--- src/rtl/sdram_burst_arbiter.sv ---
// Two-master round-robin arbiter for one Avalon-MM SDRAM burst port; grant held for a whole burst.
// One cycle from request to downstream command; data paths are zero-latency muxes; masters stall on waitrequest.
module sdram_burst_arbiter #(
  parameter int DATA_W  = 128,
  parameter int ADDR_W  = 32,
  parameter int BURST_W = 11,
  parameter int BE_W    = DATA_W / 8
) (
  input  logic               clk,
  input  logic               rst_n,
  input  logic [ADDR_W-1:0]  m0_address,
  input  logic [BURST_W-1:0] m0_burstcount,
  input  logic               m0_read,
  input  logic               m0_write,
  input  logic [DATA_W-1:0]  m0_writedata,
  input  logic [BE_W-1:0]    m0_byteenable,
  output logic               m0_waitrequest,
  output logic [DATA_W-1:0]  m0_readdata,
  output logic               m0_readdatavalid,
  input  logic [ADDR_W-1:0]  m1_address,
  input  logic [BURST_W-1:0] m1_burstcount,
  input  logic               m1_read,
  input  logic               m1_write,
  input  logic [DATA_W-1:0]  m1_writedata,
  input  logic [BE_W-1:0]    m1_byteenable,
  output logic               m1_waitrequest,
  output logic [DATA_W-1:0]  m1_readdata,
  output logic               m1_readdatavalid,
  output logic [ADDR_W-1:0]  sdram_address,
  output logic [BURST_W-1:0] sdram_burstcount,
  output logic               sdram_read,
  output logic               sdram_write,
  output logic [DATA_W-1:0]  sdram_writedata,
  output logic [BE_W-1:0]    sdram_byteenable,
  input  logic               sdram_waitrequest,
  input  logic [DATA_W-1:0]  sdram_readdata,
  input  logic               sdram_readdatavalid,
  output logic [1:0]         grant,
  output logic               err
);

  typedef enum logic [1:0] {IDLE = 2'd0, RD_CMD = 2'd1, RD_DATA = 2'd2, WR = 2'd3} state_t;

  localparam logic [BURST_W-1:0] ONE = BURST_W'(1);

  state_t             state_q, state_d;
  logic [1:0]         grant_q, grant_d;
  logic               last_q, last_d;  // 1: m1 held the most recent grant
  logic [BURST_W-1:0] cnt_q, cnt_d;
  logic               err_q, err_d;

  logic               req0, req1, pick1, pick_read, pick_write;
  logic [BURST_W-1:0] pick_bc;
  logic               sel1, g_read, g_write;
  logic [ADDR_W-1:0]  g_address;
  logic [BURST_W-1:0] g_burstcount;
  logic [DATA_W-1:0]  g_writedata;
  logic [BE_W-1:0]    g_byteenable;

  assign req0       = m0_read | m0_write;
  assign req1       = m1_read | m1_write;
  assign pick1      = req1 && (!req0 || !last_q);
  assign pick_read  = pick1 ? m1_read : m0_read;
  assign pick_write = pick1 ? m1_write : m0_write;
  assign pick_bc    = pick1 ? m1_burstcount : m0_burstcount;

  assign sel1         = grant_q[1];
  assign g_read       = sel1 ? m1_read : m0_read;
  assign g_write      = sel1 ? m1_write : m0_write;
  assign g_address    = sel1 ? m1_address : m0_address;
  assign g_burstcount = sel1 ? m1_burstcount : m0_burstcount;
  assign g_writedata  = sel1 ? m1_writedata : m0_writedata;
  assign g_byteenable = sel1 ? m1_byteenable : m0_byteenable;

  assign m0_readdata = sdram_readdata;
  assign m1_readdata = sdram_readdata;
  assign grant       = grant_q;
  assign err         = err_q;

  always_comb begin
    state_d          = state_q;
    grant_d          = grant_q;
    last_d           = last_q;
    cnt_d            = cnt_q;
    err_d            = err_q;
    m0_waitrequest   = 1'b1;
    m1_waitrequest   = 1'b1;
    m0_readdatavalid = 1'b0;
    m1_readdatavalid = 1'b0;
    sdram_address    = '0;
    sdram_burstcount = '0;
    sdram_read       = 1'b0;
    sdram_write      = 1'b0;
    sdram_writedata  = '0;
    sdram_byteenable = '0;
    case (state_q)
      IDLE: begin
        if (sdram_readdatavalid) err_d = 1'b1;
        if (req0 || req1) begin
          if (pick_bc == '0) begin
            // Zero-length burst is swallowed with a one-cycle accept and flagged.
            err_d = 1'b1;
            if (rst_n) begin
              if (pick1) m1_waitrequest = 1'b0;
              else       m0_waitrequest = 1'b0;
            end
          end else begin
            grant_d = pick1 ? 2'b10 : 2'b01;
            last_d  = pick1;
            cnt_d   = pick_bc;
            if (pick_read) begin
              state_d = RD_CMD;
              if (pick_write) err_d = 1'b1;
            end else begin
              state_d = WR;
            end
          end
        end
      end
      RD_CMD: begin
        sdram_address    = g_address;
        sdram_burstcount = g_burstcount;
        sdram_read       = g_read;
        if (sel1) m1_waitrequest = sdram_waitrequest;
        else      m0_waitrequest = sdram_waitrequest;
        if (g_read && !sdram_waitrequest) state_d = RD_DATA;
      end
      RD_DATA: begin
        m0_readdatavalid = sdram_readdatavalid & grant_q[0];
        m1_readdatavalid = sdram_readdatavalid & grant_q[1];
        if (sdram_readdatavalid) begin
          if (cnt_q == ONE) begin
            state_d = IDLE;
            grant_d = 2'b00;
          end else begin
            cnt_d = cnt_q - ONE;
          end
        end
      end
      WR: begin
        sdram_address    = g_address;
        sdram_burstcount = g_burstcount;
        sdram_write      = g_write;
        sdram_writedata  = g_writedata;
        sdram_byteenable = g_byteenable;
        if (sel1) m1_waitrequest = sdram_waitrequest;
        else      m0_waitrequest = sdram_waitrequest;
        if (sdram_readdatavalid) err_d = 1'b1;
        // The master may idle between beats; only accepted beats count.
        if (g_write && !sdram_waitrequest) begin
          if (cnt_q == ONE) begin
            state_d = IDLE;
            grant_d = 2'b00;
          end else begin
            cnt_d = cnt_q - ONE;
          end
        end
      end
      default: state_d = IDLE;
    endcase
  end

  always_ff @(posedge clk or negedge rst_n) begin
    if (!rst_n) begin
      state_q <= IDLE;
      grant_q <= 2'b00;
      last_q  <= 1'b1;
      cnt_q   <= '0;
      err_q   <= 1'b0;
    end else begin
      state_q <= state_d;
      grant_q <= grant_d;
      last_q  <= last_d;
      cnt_q   <= cnt_d;
      err_q   <= err_d;
    end
  end

endmodule
--- config.mk ---
export PLATFORM = sky130hd
export DESIGN_NAME = sdram_burst_arbiter
export DESIGN_NICKNAME = d
export VERILOG_FILES = /design/src/rtl/sdram_burst_arbiter.sv
export SDC_FILE = /design/constraint.sdc
export NUM_CORES = 1
export LEC_CHECK = 0
export ABC_AREA = 1
export BUFFER_PORTS_ARGS = -buffer_cell sky130_fd_sc_hd__buf_2
export CORE_AREA = 4 4 376 378
export DETAILED_ROUTE_END_ITERATION = 7
export DIE_AREA = 0 0 380 382
export PLACE_DENSITY_LB_ADDON = 0.05
export SLEW_MARGIN = 0
export SYNTH_ARGS = -nofsm -noshare
export SYNTH_HDL_FRONTEND = slang
export SYNTH_SLANG_ARGS = --single-unit
export TNS_END_PERCENT = 50
--- constraint.sdc ---
create_clock -name clk -period 2.05 [get_ports clk]
set_clock_uncertainty 0.15 [all_clocks]
set_input_delay 0.1025 -clock clk [delete_from_list [all_inputs] [get_ports clk]]
set_output_delay 0.1025 -clock clk [all_outputs]
set_load 0.02 [all_outputs]
==> qor.yml, run 1 <==
placed_design:
  io_buffers: 577
  gp_congestion: 0.7336
  post-place-cells: 3292
  pre_cts_slack_ps: -434.1
  post-dp-hpwl_mm: 52.07
hold_path:
  hp-class: "primary input to primary output"
clock_tree:
  cts-buffers-inserted: 3
  htreeDepth: 1
  clk_pin_slew_ps: 80
  cts_root_buf: "clkbuf_16"
  cts_tree: "built"
  cts_sinks: 17
  clock_latency_ps: 270
  clk_path_buf_depth: 2
floorplanning:
  core.rowCount: 136
  die_h_um: 382
  core_area_um2: 137500
  die_w_um: 380
  start_util_pct: 4.517
  ioPinCount: 962
  dieArea_um2: 145200
sta:
  post-route-period-util_pct: 110.2
  layout_setup_ws_ps: -210.1
  slew_headroom_pct: 73.04
  tightestPinTransition_ps: 402.9
  max_freq_mhz: 442.5
  holdWs_ps: 55.01
  slew_violations: 0
  rsz0062_at_grt: "yes"
  setup_viol: 131
  finalHoldViolCount: 0
  fin_crit_ps: 2260
worst_setup_path:
  worstPathRequired_ps: 1800
  cp_slowest_stage_delay_ps: 570
  crit_arrival_ps: 2010
  cp_max_fo: 5
  path_cells: "o21ai_4 > nand2_4 > buf_6 > buf_12 > inv_4 > nand2_2 > nand2_2 > nor2_4 > nand3_2 > nand2_2 > o2111ai_2 > buf_6"
  path_delay_family: "flip-flops"
  r2r_slack_ps: -180
  cp-end-kind: "primary output"
  crit_slowest_cell: "dfstp_2"
  cp_common_cell: "nand2_2"
  path_class: "flop to primary output"
  critPathBufInv: 4
  startpoint_type: "flop"
yosys:
  synth_flop_cell: "dfrtp_1"
  yosys_warnings: 0
  synthesis.instances: 1131
  ys_async_sr_fraction_pct: 100.0
  syn-cell-area_um2: 6211
  synth.ff_latch_count: 17
  synth_cell_types: 36
  synth_area_leaders: "buf_4, nor2_1, o21ai_0"
  synth_edf_count: 0
  synth_fp_nets: 1647
  syn_area_per_cell_um2: 5.492
  synth_top_area_share_pct: 31.06
  yosysSeqAreaShare_pct: 6.869
  synth_largest_area_cell: "buf_4"
global_routing:
  grt_pass1_wl_mm: 88.07
  grt_pass1_vias: 10099
  grt_start_max_net_pins: 44
  grt_usage_pct: 8.736
  grt_overflow: 0
  antenna_found_initial: 39
detailed_routing:
  drt-pass1-iter-count: 4
  post_drt_wl_per_cell_um: 19.69
  viasPerCell: 2.690
  dr_total_vias: 9217
  ant_nets: 0
  drc_errors: 0
  drt-total-wl_mm: 67.49
  drt_iter0_drc: 209
final_layout:
  layout-drive-gt1-share_pct: 69.08
  layout.cells.non_filler: 3427
  final_nets: 2134
  area_growth_pct: 136.2
run_status:
  status: "finished with violations"
  violations: "setup timing"
run:
  drv_cap: 0
power:
  power_leakage_uw: 0.006330
  ir_drop_mv: 0.5405
  power_density_nw_per_um2: 1246
  p_total_uw: 18280
-- cells by family (layout without fill, tap and decap cells) --
| kind of cell | count (synthesis) | after routing | share of synthesized area [%] |
|---|---|---|---|
| other | 0 | 16 | 0 |
| xor gates and xnor gates | 5 | 5 | 0.7052 |
| and+or+nand+nor | 508 | 509 | 33.88 |
| DFF | 17 | 17 | 6.869 |
| AOI/OAI and AO/OA | 230 | 230 | 19.04 |
| adders and majority gates | 6 | 6 | 1.209 |
| buffers and inverters | 365 | 850 | 38.30 |
-- repair_timing --
action | 4_1_cts | 5_1_grt
buffers inserted | 85 | 22
hold buffers | 1 | 0
gates resized for setup | 616 | 273
endpoints found under the setup margin | 205 | 208
gates cloned | 30 | 8
hold endpoints to repair | 17 | 0
pin swaps | 84 | 73
-- registers in the layout (all words and copies together) (netlist names) --
name	flops
cnt_q	11
last_q	1
state_q	2
err	1
grant	2
-- area by class of cell --
type / count / area (um^2)
repair buffers: 808 / 6834
well taps: 1794 / 2245
multi-input cells: 750 / 4836
fillers: 16188 / 122800
clock buffers: 3 / 75.07
clock inverters: 1 / 5.005
flip-flops and latches: 17 / 431.7
inverters: 37 / 175.2
diodes: 16 / 40.04
repair inverters: 1 / 30.03
-- cells in the mapped netlist, types with 2 or more instances --
library cell  instances
nand4_1              17
buf_1                 2
nor2_4                3
inv_1                37
nor3_1                4
xor2_1                2
nand2_1             134
xnor2_1               3
clkbuf_1             61
a21oi_1              47
buf_2                 3
o21ai_0             174
nand3_1              12
ha_1                  6
nand2_2              18
buf_6                 3
dfrtp_1              16
nor2_1              309
nand3b_1              7
buf_4               257
-- stage by stage --
step / TNS [ps] / utilization [%] / area (um^2)
2_1_floorplan: 0 / - / 6211
5_1_grt: -23190 / 10.66 / 14660
3_3_place_gp: -4165 / 7.463 / 10260
4_1_cts: -19540 / 10.06 / 13840
6_report: -7368 / 10.67 / 14670
3_5_place_dp: -3778 / 7.463 / 10260
-- worst paths after layout --
kind / startpoint / endpoint / depth (start not counted)
max: last_q / m0_waitrequest / 12
min: sdram_readdata[47] / m1_readdata[47] / 0
max reg2reg: last_q / cnt_q[8] / 13
min reg2reg: last_q / last_q / 2
max in group asynchronous: rst_n / last_q / 3
min in group asynchronous: rst_n / cnt_q[4] / 3
-- cells in the final DEF (no fill, tap or decap), types with 24 or more instances in the layout --
cell / n
nor2_1: 207
o21ai_1: 26
buf_12: 56
buf_4: 186
nand2_2: 39
buf_2: 413
inv_1: 33
nor2_4: 49
nor2_2: 57
buf_16: 24
o21ai_2: 88
nand2_1: 111
o21ai_0: 40
buf_6: 110
-- per-layer routing --
| layer | up-vias | wire (um) | GRT usage [%] |
|---|---|---|---|
| met3 | 151 | 4975 | 2.665 |
| met5 | - | 90 | 0 |
| met2 | 455 | 35300 | 16.38 |
| li1 | 4378 | - | - |
| met4 | 14 | 2270 | 2.710 |
| met1 | 4219 | 24850 | 9.328 |
-- power by group --
part / switching [uW] / internal, uW
Combinational: 9240 / 7910
Sequential: 141 / 522
Clock: 200 / 264
Total: 9580 / 8700
Note: power is estimated with default switching activity, not from simulation.
==> run 2, diff against run 1 <==
--- a/config.mk
+++ b/config.mk
@@ -11,6 +11,7 @@
 export DETAILED_ROUTE_END_ITERATION = 7
 export DIE_AREA = 0 0 380 382
 export PLACE_DENSITY_LB_ADDON = 0.05
+export SKIP_LAST_GASP = 1
 export SLEW_MARGIN = 0
 export SYNTH_ARGS = -nofsm -noshare
 export SYNTH_HDL_FRONTEND = slang
==> run 2 against run 1 <==
The run still ends with setup timing left. Sequential share of layout area is essentially flat. First-iteration DRC count shrank 3.3%. Maximum frequency grew 0.21%. Sequential cell count is the same. Critical path depth is the same. Via count grew 0.55%. Count of clock-buffer cells in the layout is the same. Core utilization is essentially flat. Register-to-register slack is essentially flat. Combinational power is essentially flat. Highest routed layer unchanged.
==> qor.yml, run 2 (synthesized netlist as in run 1, its figures left out) <==
run_status:
  status: "finished with violations"
  violations: "setup timing"
hold_path:
  hp-class: "primary input to primary output"
power:
  power_density_nw_per_um2: 1258
  power_leakage_uw: 0.006453
  power_switching_share_pct: 51.53
  p_total_uw: 18380
  internal_power_uw: 8909
  pwr-share-comb_pct: 93.8
  switchingPower_uw: 9471
  seqPwrFrac_pct: 3.6
  clkPwrFrac_pct: 2.6
  ir_drop_mv: 0.4774
sta:
  layout_setup_ws_ps: -205.4
  slew_violations: 0
  setup_viol: 169
  rsz0062_at_grt: "yes"
  tightestPinTransition_ps: 414.6
  max_freq_mhz: 443.4
  post-route-period-util_pct: 110.0
  fin_crit_ps: 2255
  slew_headroom_pct: 72.07
  finalHoldViolCount: 0
clock_tree:
  cts-buffers-inserted: 3
  clk_path_buf_depth: 2
  clock_latency_ps: 270
  clk_pin_slew_ps: 80
  cts_tree: "built"
  cts_root_buf: "clkbuf_16"
  cts_sinks: 17
  htreeDepth: 1
placed_design:
  gp_congestion: 0.7336
  post-place-cells: 3292
  io_buffers: 577
  post-dp-hpwl_mm: 52.07
  pre_cts_slack_ps: -434.1
worst_setup_path:
  r2r-end: "cnt_q[8]"
  crit_path_start: "last_q"
  startpoint_type: "flop"
  path_cells: "o21ai_4 > nand2_4 > buf_6 > buf_12 > inv_4 > nand2_2 > nand2_2 > nor2_4 > nand3_2 > nand2_2 > o2111ai_2 > buf_6"
  cp-end-kind: "primary output"
  cp_common_cell: "nand2_2"
  reg2regPathDepth: 13
  cp_slowest_stage_delay_ps: 570
  cp_max_fo: 5
  r2r_slack_ps: -170
  crit_slowest_cell: "dfstp_2"
  crit_arrival_ps: 2000
  path_class: "flop to primary output"
  r2r-start: "last_q"
  worstPathRequired_ps: 1800
  crit_end: "m0_waitrequest"
global_routing:
  grt_pass1_vias: 10064
  grt_start_max_net_pins: 44
  antenna_found_initial: 39
  grt_usage_pct: 8.722
  grt_pass1_wl_mm: 87.91
  grt_overflow: 0
floorplanning:
  die_w_um: 380
  die_h_um: 382
  core.rowCount: 136
  start_util_pct: 4.517
  core_area_um2: 137500
  ioPinCount: 962
  dieArea_um2: 145200
detailed_routing:
  ant_nets: 0
  viasPerCell: 2.689
  post_drt_wl_per_cell_um: 19.85
  drt-total-wl_mm: 68.41
  drt_iter0_drc: 202
  drt-pass1-iter-count: 4
  drc_errors: 0
  dr_total_vias: 9268
final_layout:
  final_common_cell: "buf_2"
  mostFrequentLayoutCells: "buf_2, nor2_1, buf_4"
  area_growth_pct: 135.2
  layout-drive-gt1-share_pct: 66.32
  layout.cells.non_filler: 3447
  largest_reg_flops: 11
  final_nets: 2153
  top_register: "cnt_q"
run:
  drv_cap: 0
-- run 2: cell types whose count changed in the layout (fill, tap and decap cells not counted), sizes merged --
| cell | change |
|---|---|
| buf | +14 |
| clkbuf | +4 |
| bufbuf | +1 |
| diode | +1 |
-- run 2: worst min path at each step --
stage	from	depth (start not counted)	slack, ps	end
final	sdram_readdata[47]	0	60	m1_readdata[47]
after global placement	rst_n	2	10	cnt_q[2]
after global routing	sdram_readdata[5]	0	60	m0_readdata[5]
after floorplan	rst_n	0	-340	cnt_q[0]
after detailed placement	rst_n	2	-10	cnt_q[7]
after CTS	sdram_readdata[46]	0	60	m0_readdata[46]
-- run 2: layer usage --
layer	vias to the layer above	global-route usage [%]	share of wire [%]
met2	466	16.38	52
met4	14	2.717	3.3
met3	145	2.674	7.3
met5	-	0	0.13
li1	4406	-	-
met1	4237	9.277	37
-- run 2: critical path, delay by kind of cell, from the launching register on --
kind / cells / cell delay (ps)
compound gates: 2 / 230
simple gates: 6 / 490
buf+inv: 4 / 450
flops: 1 / 570
-- run 2: repair_timing --
action                                 CTS  global route
setup endpoints to repair              205           208
resized for setup                      464           307
buffers inserted                        85            34
hold buffers                             1             0
endpoints found under the hold margin   17             0
pin swaps                               75            77
gates cloned                            30            14
-- run 2: final cells by class --
type	count	area (um^2)
Inverter	37	175.2
Tap cell	1794	2245
Multi-Input combinational cell	750	4564
Clock buffer	3	75.07
Timing Repair inverter	1	30.03
Sequential cell	17	431.7
Fill cell	16163	122900
Timing Repair Buffer	827	7037
Antenna cell	17	42.54
Clock inverter	1	5.005
-- run 2: through the flow --
| step | utilization (%) | area (um^2) | hold WS [ps] | TNS [ps] |
|---|---|---|---|---|
| 2_1_floorplan | - | 6211 | -343.1 | 0 |
| 3_3_place_gp | 7.463 | 10260 | 13.14 | -4165 |
| 3_5_place_dp | 7.463 | 10260 | -10.42 | -3778 |
| 4_1_cts | 9.806 | 13480 | 55.20 | -26850 |
| 5_1_grt | 10.61 | 14590 | 55.04 | -28350 |
| 6_report | 10.62 | 14610 | 55.01 | -11110 |
-- run 2: power by group through the flow --
stage               combinational [uW]  sequential (uW)  clock (uW)
global route                     18700              692         507
detailed placement               10400              681           0
global placement                 10700              684           0
finish                           17200              665         470
CTS                              16300              673         503
floorplan                         5750              682           0
==> run 3, diff against run 2 <==
--- a/config.mk
+++ b/config.mk
@@ -10,6 +10,7 @@
 export CORE_AREA = 4 4 376 378
 export DETAILED_ROUTE_END_ITERATION = 7
 export DIE_AREA = 0 0 380 382
+export GPL_TIMING_DRIVEN = 0
 export PLACE_DENSITY_LB_ADDON = 0.05
 export SKIP_LAST_GASP = 1
 export SLEW_MARGIN = 0
==> run 3 against run 2 <==
The run still ends with setup timing left. Global-route usage up 1.1 points. Final cell count grew 12%. Non-clock buffer count up 414. Register-to-register slack is essentially flat. Maximum frequency is 1.4% higher. Sequential power grew 9.8%. Critical path depth fell by 1. Total power down 9.6%. Worst setup slack improved by 31 ps. Sequential share of layout area fell by 0.31 points.
==> qor.yml, run 3 (synthesized netlist as in run 1, its figures left out) <==
clock_tree:
  cts_root_buf: "clkbuf_16"
  cts-buffers-inserted: 3
  cts_tree: "built"
  clk_pin_slew_ps: 60
  htreeDepth: 1
  clock_latency_ps: 260
  cts_sinks: 17
  clk_path_buf_depth: 2
detailed_routing:
  drt-total-wl_mm: 77.78
  ant_nets: 0
  dr_total_vias: 10720
  post_drt_wl_per_cell_um: 20.09
  drc_errors: 0
  drt_iter0_drc: 291
  drt-pass1-iter-count: 4
  viasPerCell: 2.769
power:
  power_leakage_uw: 0.007963
  ir_drop_mv: 0.3406
  power_density_nw_per_um2: 1023
worst_setup_path:
  crit_arrival_ps: 1970
  cp-end-kind: "primary output"
  cp_common_cell: "buf_6"
  path_cells: "o21ai_4 > buf_4 > buf_6 > nand3_1 > nand2_2 > nand2_1 > nor2_4 > nand3_4 > nand2_4 > nand4_1 > buf_6"
  cp_max_fo: 10
  crit_slowest_cell: "dfstp_2"
  cp_slowest_stage_delay_ps: 390
  worstPathRequired_ps: 1800
  path_class: "flop to primary output"
  startpoint_type: "flop"
sta:
  finalHoldViolCount: 0
  slew_headroom_pct: 39.04
  post-route-period-util_pct: 108.5
  setup_viol: 153
  rsz0062_at_grt: "yes"
  max_freq_mhz: 449.6
  fin_crit_ps: 2224
  layout_setup_ws_ps: -174.4
  finalSetupTns_ps: -10910
  tightestPinTransition_ps: 911.3
  slew_violations: 0
floorplanning:
  core.rowCount: 136
  start_util_pct: 4.517
  ioPinCount: 962
  die_w_um: 380
  dieArea_um2: 145200
  die_h_um: 382
  core_area_um2: 137500
final_layout:
  fill_cells: 16175
  layout-drive-gt1-share_pct: 71.53
  final_common_cell: "buf_2"
  largest_reg_flops: 11
  final_nets: 2565
  top_register: "cnt_q"
  post-route-util_pct: 11.82
  area_growth_pct: 161.6
  mostFrequentLayoutCells: "buf_2, buf_4, nor2_1"
global_routing:
  grt_overflow: 0
  grt_start_max_net_pins: 17
  antenna_found_initial: 62
  grt_pass1_wl_mm: 98.87
  grt_usage_pct: 9.788
  grt_pass1_vias: 11305
run_status:
  status: "finished with violations"
  violations: "setup timing"
placed_design:
  post-dp-hpwl_mm: 66.95
  gp_congestion: 0.7774
  io_buffers: 833
run:
  drv_cap: 0
hold_path:
  hp-class: "primary input to flop"
[run 3: changes by cell type in the layout (fill, tap and decap cells not counted), moves of 30 or more]
cell,delta
nor2_1,-63
buf_4,+206
o21ai_2,-77
buf_12,-39
nor2_4,+54
o21ai_0,+82
buf_6,-30
buf_2,+257
[run 3: through the flow]
stage / setup WS (ps) / std cells / power, uW / area [um^2] / hold slack (ps)
finish: -174.4 / 3871 / 16620 / 16250 / 188.8
global route: -307.0 / 3862 / 18130 / 16230 / 219.5
CTS: -249.6 / 3812 / 15240 / 14710 / 175.8
detailed placement: -1524 / 3759 / 11420 / 12640 / -9.856
global placement: -1923 / 3758 / 11540 / 12620 / -10.82
floorplan: 130.3 / 1131 / 6434 / 6211 / -343.1
[run 3: timing repair]
action                     CTS  global route
gates resized for setup    438           359
setup endpoints to repair  208           209
gates cloned                10            14
hold buffers                 2             0
buffers inserted            38            20
hold endpoints to repair    16             0
pin swaps                   38            73
[run 3: path summary, 6_finish.rpt]
| check | end | from | depth (start not counted) | slack [ps] |
|---|---|---|---|---|
| worst min-delay path | err | sdram_readdatavalid | 5 | 190 |
| worst min register to register | err | err | 2 | 320 |
| worst max-delay path | m1_waitrequest | last_q | 11 | -170 |
| min in group asynchronous | last_q | rst_n | 2 | 420 |
| max in group asynchronous | grant[1] | rst_n | 2 | 650 |
| worst max register to register | cnt_q[4] | last_q | 12 | -160 |
[run 3: layout make-up]
class | count | area, um^2 | area share, %
Buffer | 326 | 2927 | 18.01
Timing Repair Buffer | 915 | 5839 | 35.93
Sequential cell | 17 | 430.4 | 2.649
Tap cell | 1794 | 2245 | 13.81
Clock buffer | 4 | 78.83 | 0.4851
Antenna cell | 29 | 72.57 | 0.4466
Inverter | 37 | 146.4 | 0.9008
Multi-Input combinational cell | 749 | 4512 | 27.76
[run 3: layer usage]
metal  share of wire, %  global-route usage (%)  up-vias
met2                 54                   19.26      568
li1                   -                       -     5230
met4                1.3                   1.494       20
met3                9.2                   3.759       67
met5               0.17                       0        -
met1                 35                   9.847     4835
[run 3: worst max-delay path, delay by kind of cell, from the launching register on]
family / cells / cell delay (ps)
simple gates: 7 / 790
buf+inv: 3 / 450
flops: 1 / 390
compound gates: 1 / 70
[run 3: power by group]
| part | total, uW | switching [uW] | internal, uW |
|---|---|---|---|
| sequential | 730 | 210 | 520 |
| clock | 432 | 166 | 266 |
| combinational | 15500 | 8840 | 6620 |
| total | 16600 | 9210 | 7410 |
